[config.mk]
export PLATFORM = sky130hd
export DESIGN_NAME = adc_uart_framer
export DESIGN_NICKNAME = d
export VERILOG_FILES = /design/src/rtl/adc_uart_pkg.sv /design/src/rtl/frame_tick_gen.sv /design/src/rtl/adc_uart_framer.sv
export SDC_FILE = /design/constraint.sdc
export NUM_CORES = 1
export LEC_CHECK = 0
export BUFFER_PORTS_ARGS = -buffer_cell sky130_fd_sc_hd__buf_2
export CORE_ASPECT_RATIO = 0.9
export CORE_MARGIN = 3
export CORE_UTILIZATION = 35
export DETAILED_ROUTE_END_ITERATION = 8
export PLACE_DENSITY_LB_ADDON = 0.12
export SLEW_MARGIN = 20
export SYNTH_ARGS = -nofsm -noshare
export SYNTH_HDL_FRONTEND = slang
export SYNTH_HIERARCHICAL = 1
export SYNTH_SLANG_ARGS = --single-unit
export TNS_END_PERCENT = 20
[constraint.sdc]
create_clock -name clk -period 4.3 [get_ports clk]
set_clock_uncertainty 0.15 [all_clocks]
set_input_delay 0.86 -clock clk [delete_from_list [all_inputs] [get_ports clk]]
set_output_delay 0.86 -clock clk [all_outputs]
set_load 0.05 [all_outputs]
[src/rtl/adc_uart_pkg.sv]
// Shared definitions for the ADC-to-UART ASCII framer.
// Holds the framer state encoding, frame length, the ASCII punctuation
// bytes and the nibble-to-ASCII helper used by the byte mux.
package adc_uart_pkg;

  typedef enum logic [1:0] {
    IDLE = 2'd0,
    SNAP = 2'd1,
    SEND = 2'd2,
    DONE = 2'd3
  } state_t;

  localparam int FRAME_LEN = 25;

  localparam logic [7:0] ASCII_COMMA = 8'h2C;
  localparam logic [7:0] ASCII_CR    = 8'h0D;
  localparam logic [7:0] ASCII_LF    = 8'h0A;

  // Uppercase hex digit: 0-9 -> '0'..'9', A-F -> 'A'..'F'
  function automatic logic [7:0] nib_to_ascii(input logic [3:0] nib);
    if (nib < 4'd10) return 8'h30 + {4'h0, nib};
    else             return 8'h37 + {4'h0, nib};
  endfunction

endpackage

[src/rtl/frame_tick_gen.sv]
// Frame period tick generator.
// A free-running counter counts 0..TICK_DIV-1 and wraps; tick is high for
// the single cycle in which the count equals TICK_DIV-1.
// Ports:
//   clk  - system clock
//   rst  - synchronous active-high reset (counter to 0)
//   tick - one-cycle frame tick
module frame_tick_gen #(
  parameter int TICK_DIV = 100
) (
  input  logic clk,
  input  logic rst,
  output logic tick
);

  localparam int CW = (TICK_DIV > 1) ? $clog2(TICK_DIV) : 1;
  localparam logic [CW-1:0] LAST = CW'(TICK_DIV - 1);

  logic [CW-1:0] cnt;

  always_ff @(posedge clk) begin
    if (rst)              cnt <= '0;
    else if (cnt == LAST) cnt <= '0;
    else                  cnt <= cnt + CW'(1);
  end

  assign tick = (cnt == LAST);

endmodule

[src/rtl/adc_uart_framer.sv]
// ADC sample framer for a UART byte transmitter.
// On every frame tick the eight ADC0809 channel samples are snapshotted and
// sent as the 25-byte ASCII line "HH,HH,HH,HH,HH,HH,HH,HH\r\n" over a
// valid/ready byte interface. Ticks arriving mid-frame are dropped and
// flagged on the sticky overrun output.
// Ports:
//   clk      - system clock, rising edge
//   rst      - synchronous active-high reset, aborts any frame
//   adc_data - eight 8-bit samples, element n is channel n
//   tx_data  - ASCII byte to transmitter
//   tx_valid - tx_data valid
//   tx_ready - transmitter accepts a byte this cycle
//   busy     - frame in progress (SNAP, SEND, DONE)
//   overrun  - sticky: a tick occurred while busy
module adc_uart_framer
  import adc_uart_pkg::*;
#(
  parameter int CLK_FRE  = 50,
  parameter int SEND_FRE = 2,
  parameter int TICK_DIV = CLK_FRE * 1000000 / SEND_FRE
) (
  input  logic            clk,
  input  logic            rst,
  input  logic [7:0][7:0] adc_data,
  output logic [7:0]      tx_data,
  output logic            tx_valid,
  input  logic            tx_ready,
  output logic            busy,
  output logic            overrun
);

  localparam logic [4:0] LAST_IDX = 5'(FRAME_LEN - 1);

  logic            tick;
  state_t          state;
  logic [4:0]      idx;
  logic [7:0][7:0] snap;

  logic [7:0][7:0] sel_src;
  logic [4:0]      sel_idx;
  logic [3:0]      nib;
  logic            is_hex;
  logic [7:0]      next_byte;

  frame_tick_gen #(
    .TICK_DIV(TICK_DIV)
  ) u_tick (
    .clk (clk),
    .rst (rst),
    .tick(tick)
  );

  // Byte mux: picks the byte to load into tx_data next. In SNAP the snapshot
  // register is still being written, so byte 0 is taken straight from
  // adc_data; in SEND the following byte comes from the snapshot.
  always_comb begin
    sel_src = snap;
    sel_idx = idx + 5'd1;
    if (state == SNAP) begin
      sel_src = adc_data;
      sel_idx = '0;
    end
    nib    = '0;
    is_hex = 1'b0;
    // Channel n occupies bytes 3n (upper digit), 3n+1 (lower digit), 3n+2 (separator)
    for (int n = 0; n < 8; n++) begin
      if (sel_idx == 5'(3 * n)) begin
        nib    = sel_src[n][7:4];
        is_hex = 1'b1;
      end else if (sel_idx == 5'(3 * n + 1)) begin
        nib    = sel_src[n][3:0];
        is_hex = 1'b1;
      end
    end
    if (sel_idx == LAST_IDX)                  next_byte = ASCII_LF;
    else if (sel_idx == LAST_IDX - 5'd1)      next_byte = ASCII_CR;
    else if (is_hex)                          next_byte = nib_to_ascii(nib);
    else                                      next_byte = ASCII_COMMA;
  end

  always_ff @(posedge clk) begin
    if (rst) begin
      state    <= IDLE;
      idx      <= '0;
      snap     <= '0;
      tx_valid <= 1'b0;
      tx_data  <= 8'h00;
      busy     <= 1'b0;
      overrun  <= 1'b0;
    end else begin
      if (tick && busy) overrun <= 1'b1;
      case (state)
        IDLE: begin
          if (tick) begin
            state <= SNAP;
            busy  <= 1'b1;
          end
        end
        SNAP: begin
          snap     <= adc_data;
          idx      <= '0;
          tx_data  <= next_byte;
          tx_valid <= 1'b1;
          state    <= SEND;
        end
        SEND: begin
          // tx_valid is always high here, so tx_ready alone marks a transfer
          if (tx_ready) begin
            if (idx == LAST_IDX) begin
              tx_valid <= 1'b0;
              idx      <= '0;
              state    <= DONE;
            end else begin
              idx     <= idx + 5'd1;
              tx_data <= next_byte;
            end
          end
        end
        DONE: begin
          state <= IDLE;
          busy  <= 1'b0;
        end
        default: begin
          state    <= IDLE;
          busy     <= 1'b0;
          tx_valid <= 1'b0;
        end
      endcase
    end
  end

endmodule

## Word level (Yosys, flattened, before mapping)

Index checks and enable logic that the tools add are counted.

- $add $sub $neg: 4
- Order comparisons: 1
- Eq/ne operators: 26
- Muxes and demuxes: 53
- Reduce and logical (&&, ||, !) cells: 11

Operator list:

| cell | count |
|---|---|
| 4-bit 2-to-1 mux | 16 |
| 64-bit 2-to-1 mux | 1 |
| 5-bit == test, second input constant | 8 |
| 8-bit 2-to-1 mux | 5 |
| 25-bit by 1-bit adder with 25-bit output, second input constant | 1 |
| 25-bit == test, second input constant | 1 |
| 5-bit by 4-bit == test with 1-bit output, second input constant | 5 |
| 1-bit 2-to-1 mux | 19 |
| 8-bit case mux with 2 select lines | 1 |
| 5-bit by 3-bit == test with 1-bit output, second input constant | 3 |
| 5-bit 2-to-1 mux | 3 |
| 6-bit by 4-bit adder with 7-bit output, first input constant | 2 |
| 5-bit case mux with 2 select lines | 1 |
| 3-bit AND reduction | 3 |
| 2-bit != test, second input constant | 4 |
| 2-bit case mux with 4 select lines | 1 |
| 7-bit 2-to-1 mux | 1 |
| 2-bit 2-to-1 mux | 3 |
| 5-bit by 1-bit adder with 5-bit output, second input constant | 1 |
| 5-bit by 1-bit == test with 1-bit output, second input constant | 1 |
| 5-bit by 2-bit == test with 1-bit output, second input constant | 1 |
| 5-bit logical NOT | 1 |
| 2-bit == test, second input constant | 2 |
| 4-bit less-than comparator, second input constant | 1 |
| other kinds (7) | 10 |

- Register bits after elaboration: 107
- Bits of input ports: 67
- Output and inout port bits: 11
- Logic and storage cells: 110

## Longest topological paths before layout

- Depth after elaboration: 27
- Mapped depth: 16
- Depth with buffers taken out: 12

## By module

The synthesis kept the hierarchy.

Modules (own cells, without submodules):

| module | instances | cells each | area each (um^2) | sequential area each (um^2) |
|---|---|---|---|---|
| adc_uart_framer | 1 | 564 | 4,778.3 | 1,621.6 |
| frame_tick_gen | 1 | 138 | 1,223.7 | 500.5 |

## Worst setup path after synthesis

Ideal clock, no wire load.

- Kind: reg-to-reg
- From: register idx[0]
- To: register tx_data[6]
- Library setup time: 116 ps
- Arrival time: 3,639 ps
- Setup slack: 395 ps
- Stages on the path, launching flop included: 16
- Path buffers: 4
- Clock period less this slack: 3,905 ps
- Cell sequence: dfxtp_1 > buf_6 > buf_2 > clkinv_1 > ha_1 > buf_2 > or3b_1 > clkbuf_1 > nor3_1 > nor4_1 > or4_4 > a2111oi_4 > or2_2 > ha_1 > nand2_1 > a41o_1

- Word-level cells in the longest chain between the ends: 27

RTL lines:

| item | line | source |
|---|---|---|
| start, declared | adc_uart_framer.sv:36 | `logic [4:0] idx;` |
| start signal, assigned | adc_uart_framer.sv:114 | `idx <= idx + 5'd1;` |
| 5-bit by 1-bit adder with 5-bit output | adc_uart_framer.sv:58 | `sel_idx = idx + 5'd1;` |
| 5-bit 2-to-1 mux | adc_uart_framer.sv:59 | `if (state == SNAP) begin` |
| 5-bit by 1-bit == test with 1-bit output | adc_uart_framer.sv:70 | `end else if (sel_idx == 5'(3 * n + 1)) begin` |
| 4-bit 2-to-1 mux | adc_uart_framer.sv:70 |  |
| 4-bit 2-to-1 mux | adc_uart_framer.sv:67 | `if (sel_idx == 5'(3 * n)) begin` |
| 4-bit 2-to-1 mux | adc_uart_framer.sv:70 |  |
| 4-bit 2-to-1 mux | adc_uart_framer.sv:67 |  |
| 4-bit 2-to-1 mux | adc_uart_framer.sv:70 |  |
| [11 not listed] | -- |  |
| 6-bit by 4-bit adder with 7-bit output (tied with other cells) | adc_uart_pkg.sv:22 | `else return 8'h37 + {4'h0, nib};` |
| 7-bit 2-to-1 mux | adc_uart_pkg.sv:21 | `if (nib < 4'd10) return 8'h30 + {4'h0, nib};` |
| 8-bit 2-to-1 mux | adc_uart_framer.sv:77 | `else if (is_hex) next_byte = nib_to_ascii(nib);` |
| 8-bit 2-to-1 mux | adc_uart_framer.sv:76 | `else if (sel_idx == LAST_IDX - 5'd1) next_byte = ASCII_CR;` |
| 8-bit 2-to-1 mux | adc_uart_framer.sv:75 | `if (sel_idx == LAST_IDX) next_byte = ASCII_LF;` |
| 8-bit 2-to-1 mux | adc_uart_framer.sv:109 | `if (idx == LAST_IDX) begin` |
| 8-bit 2-to-1 mux | adc_uart_framer.sv:108 | `if (tx_ready) begin` |
| 8-bit case mux with 2 select lines | adc_uart_framer.sv:92 | `case (state)` |
| end signal, assigned | adc_uart_framer.sv:102 | `tx_data <= next_byte;` |
| end signal, assigned | adc_uart_framer.sv:115 | `tx_data <= next_byte;` |
| end, declared | adc_uart_framer.sv:25 | `output logic [7:0] tx_data,` |

Parallel ways exist; a longest one is shown, timed or not. The select of a mux whose other input is x is not followed.
A chain may end at the register's enable or synchronous reset.

## Final worst setup path

- From: register idx[1]
- To: register tx_data[6]

The elaborated chain is that of the path after synthesis.

==> metrics.md <==
| Metric | Value |
|---|---|
| Count of standard-cell rows | `44` |
| Cell with the largest stage delay on the worst path | `sky130_fd_sc_hd__dfxtp_1` |
| Final cycle utilization of the critical path | `0.898` |
| PD cells | `413 nW/um^2` |
| Register area | `2120 sq um` |
| Vias per cell | `5.68` |
| Synth warnings | `6` |
| Category of the most critical setup path | `flip-flop to flip-flop` |
| Global-route wire length before repair | `28800 um` |
| Post-Synthesis Mean Instance Area | `8.55 sq um` |
| Count of buffers inserted at the top-level ports | `76` |
| Highest cell delay on the worst timing path | `610 ps` |
| Number of vias in the routed layout | `5551` |
| Setup slack after placement | `500 ps` |
| Leakage | `2.50 nW` |
| Most area-hungry cell type in the Yosys netlist | `sky130_fd_sc_hd__dfxtp_1` |
| Number of iterations in the first detailed-routing pass | `5` |
| DRC marker count from the first detailed-route iteration | `544` |
| Net total in the final layout | `840` |
| R2R depth | `12` |
| Initial Utilization | `0.365` |
| Sequence of cells on the critical path | `inv_1 -> ha_1 -> or3b_1 -> nor3_1 -> a311oi_1 -> nor4_1 -> or4_4 -> a2111oi_4 -> or2_2 -> ha_1 -> nand2_1 -> a41o_1` |
| Worst rel slew slack | `0.540` |
| Crit Path Max Fanout | `11` |
| Number of diodes added for antenna fixing | `0` |
| Number of DRC violations after detailed routing | `0` |
| Number of slew-limit violations in the final report | `0` |
| Buffers plus inverters on the worst setup path | `1` |
| Hold_buf cts | `0` |
| Critical Path Sink Type | `flip-flop` |
| Count of instances resized after the clock tree is built | `0` |
| Kind of start point of the critical path | `flip-flop` |
| RePlAce Congestion | `0.940` |
| Run status | `finished clean` |
| Smallest setup slack after layout | `440 ps` |
| Cell family with most CP delay | `simple AND/OR/NAND/NOR gates` |
| FFs w/ async S/R, synth | `0` |
| Proportion of synthesized chip area in sequential cells | `0.354` |
| Cell occurring most often along the worst timing path | `sky130_fd_sc_hd__ha_1` |
| Mean routed wirelength per cell | `18.4 um` |
| Layout cells sized above 1 | `0.194` |
| Die extent in y | `130 um` |
| Post-synth cell types | `88` |
| Number of instances in the synthesized netlist | `702` |
| Maximum VDD drop | `0.169 mV` |
| Most used flip-flop cell after synthesis | `sky130_fd_sc_hd__dfxtp_1` |
| Startpoint of the lowest-slack register-to-register path | `idx[1]` |
| Number of H-tree branching levels | `3` |
| Final critical delay including setup and external delays | `3860 ps` |
| Leading cell types by total area after synthesis | `sky130_fd_sc_hd__dfxtp_1 35%, sky130_fd_sc_hd__mux2i_1 11%, sky130_fd_sc_hd__nor2_1 6.8%` |
| Critical Path Sink | `tx_data[6]` |
| Worst endpoint data arrival time | `3960 ps` |
| Final Hold Vio Count | `0` |
| Overall routing resource usage | `0.195` |
| Number of endpoints failing setup at the final stage | `0` |
| Critical Path Stages | `12` |
| Core ar. | `16500 sq um` |
| Largest net degree at the start of global routing | `46` |
| Ports placed on the boundary | `78` |
| Final worst hold slack | `311 ps` |
| HPWL reported at the end of detailed placement | `13500 um` |
| TritonCTS Buffers | `9` |
| Clock transition at path regs | `70 ps` |
| RSZ-0062 raised after global routing | `false` |
| Clock tree from TritonCTS | `done` |
| Number of antenna violations at the first check in global routing | `0` |
| Required time of the worst setup path | `4400 ps` |
| Clock sink count | `106` |
| Area of the die | `18800 sq um` |
| Root buffer selected by CTS | `sky130_fd_sc_hd__clkbuf_16` |
| Number of enable-type register cells in the synthesized netlist | `0` |
| Setup slack, reg-to-reg | `440 ps` |
| Drt total wl | `18000 um` |
| Min-Delay Path Class | `flip-flop to flip-flop` |
| Total negative slack for setup checks | `0 ps` |
| Area share of the largest cell type after synthesis | `0.354` |
| Count of fill cells added during filler insertion | `1702` |
| Flip-flop and latch count after synthesis | `106` |
| Max-cap viol count | `0` |
| Post-CTS repair timing setup buffer count | `0` |
| Syn Nets | `777` |
| Post-Synthesis Cell Area | `6000 sq um` |
| Insertion delay to the later sink of the worst-skew pair | `360 ps` |
| First element of the critical path | `idx[1]` |
| Achievable Freq | `259 MHz` |
| Tightest Pin Transition | `690 ps` |
| Post-route antenna net violation count | `0` |
| Bufs on Longest Clock Path | `2` |
| Sum of overflow across all layers after global routing | `0` |
| Layout Area Growth over Synthesis | `14.6%` |
| Die boundary width | `144 um` |
| Via count of the first global-routing pass | `5216` |
| Combined area of the multi-input logic cells | `3570 sq um` |
| Destination of the worst register-to-register timing path | `tx_data[6]` |
==> through the flow <==
stage	utilization	total power, mW	std cells	area [sq um]
after floorplan	-	1.78	702	6000
after global placement	0.399	2.01	961	6580
after detailed placement	0.399	2.02	961	6580
after CTS	0.418	2.89	977	6880
after global routing	0.418	3.01	977	6880
final	0.418	2.84	977	6880
==> cell families after synthesis <==
| family | share of synthesized area |
|---|---|
| other | 0.000625 |
| adder cells (fa/ha/maj) | 0.0167 |
| flip-flops | 0.354 |
| multiplexers | 0.113 |
| XOR/XNOR | 0.0265 |
| buffers and inverters | 0.0538 |
| AND/OR/NAND/NOR | 0.241 |
| AO/OA/AOI/OAI | 0.195 |
==> worst register-to-register path, delay by kind of cell, from the launching register on <==
family / cells / cell delay [ps]
buf+inv: 1 / 90
compound gates: 3 / 900
flops: 1 / 610
simple gates: 6 / 1330
fa+ha+maj: 2 / 680
==> where the power goes <==
group	total, mW	switching [mW]	internal (mW)
combinational	0.827	0.490	0.337
clock	0.844	0.376	0.469
sequential	1.17	0.0750	1.10
total	2.84	0.940	1.90
==> routing by layer <==
layer  wire, um  GRT usage  vias to the layer above  part of all wire
li1           -          -                     2707                 -
met1       8660      0.284                     2613              0.48
met2       7710      0.285                      197              0.43
met3       1220     0.0451                       34             0.067
met4        425     0.0609                        0             0.024
met5          0          0                        -                 0
==> state kept, by name, indices dropped and copies added (netlist names) <==
| register | count |
|---|---|
| state | 2 |
| overrun | 1 |
| idx | 5 |
| busy | 1 |
| u_tick/cnt | 25 |
| tx_data | 7 |
| snap | 64 |
| tx_valid | 1 |
==> worst min-delay path by stage <==
stage                  startpoint       endpoint  slack [ps]  cells after the start
floorplan           u_tick/cnt[0]  u_tick/cnt[0]         280                      1
global placement    u_tick/cnt[0]  u_tick/cnt[0]         290                      1
detailed placement     tx_data[5]     tx_data[5]         300                      2
CTS                    tx_data[5]     tx_data[5]         320                      2
global route           tx_data[5]     tx_data[5]         340                      2
finish                 tx_data[5]     tx_data[5]         310                      2
==> synth_stat cells, types with 12 or more instances <==
library cell               number
sky130_fd_sc_hd__nor2_1       108
sky130_fd_sc_hd__inv_1         12
sky130_fd_sc_hd__a21oi_1       38
sky130_fd_sc_hd__nor3_1        13
sky130_fd_sc_hd__dfxtp_1      106
sky130_fd_sc_hd__nand2_1       47
sky130_fd_sc_hd__buf_2         15
sky130_fd_sc_hd__nand3_1       24
sky130_fd_sc_hd__o21ai_0       20
sky130_fd_sc_hd__mux2i_1       63
sky130_fd_sc_hd__clkbuf_1      16
==> cell type report <==
cell class	count	share of cell area
clock buffer	10	0.0347
clock inverter	6	0.00964
inverter	13	0.00709
multi-input combinational	533	0.519
sequential	106	0.308
tap	207	0.0376
timing repair buffer	102	0.0837
==> placed cells by master, fill, tap and decap left out, types with 4 or more instances in the layout <==
master,count
sky130_fd_sc_hd__nor2_1,108
sky130_fd_sc_hd__dfxtp_1,106
sky130_fd_sc_hd__buf_2,76
sky130_fd_sc_hd__mux2i_1,63
sky130_fd_sc_hd__nand2_1,47
sky130_fd_sc_hd__a21oi_1,38
sky130_fd_sc_hd__buf_4,26
sky130_fd_sc_hd__nand3_1,24
sky130_fd_sc_hd__o21ai_0,20
sky130_fd_sc_hd__nor3_1,13
sky130_fd_sc_hd__inv_1,12
sky130_fd_sc_hd__xor2_1,11
sky130_fd_sc_hd__nand4_1,11
sky130_fd_sc_hd__nor4_1,10
sky130_fd_sc_hd__o31ai_1,10
sky130_fd_sc_hd__o22ai_1,9
sky130_fd_sc_hd__clkbuf_16,9
sky130_fd_sc_hd__a31oi_1,8
sky130_fd_sc_hd__and3_1,7
sky130_fd_sc_hd__and2_1,7
sky130_fd_sc_hd__a211oi_1,7
sky130_fd_sc_hd__or3_1,7
sky130_fd_sc_hd__ha_1,7
sky130_fd_sc_hd__and4_1,6
sky130_fd_sc_hd__nor2b_1,5
sky130_fd_sc_hd__a22oi_1,5
sky130_fd_sc_hd__or4_1,5
sky130_fd_sc_hd__nor4b_1,4
sky130_fd_sc_hd__o211ai_1,4
sky130_fd_sc_hd__xnor2_1,4
sky130_fd_sc_hd__mux2_2,4
sky130_fd_sc_hd__o41ai_1,4
(Power assumes the default switching activity.)
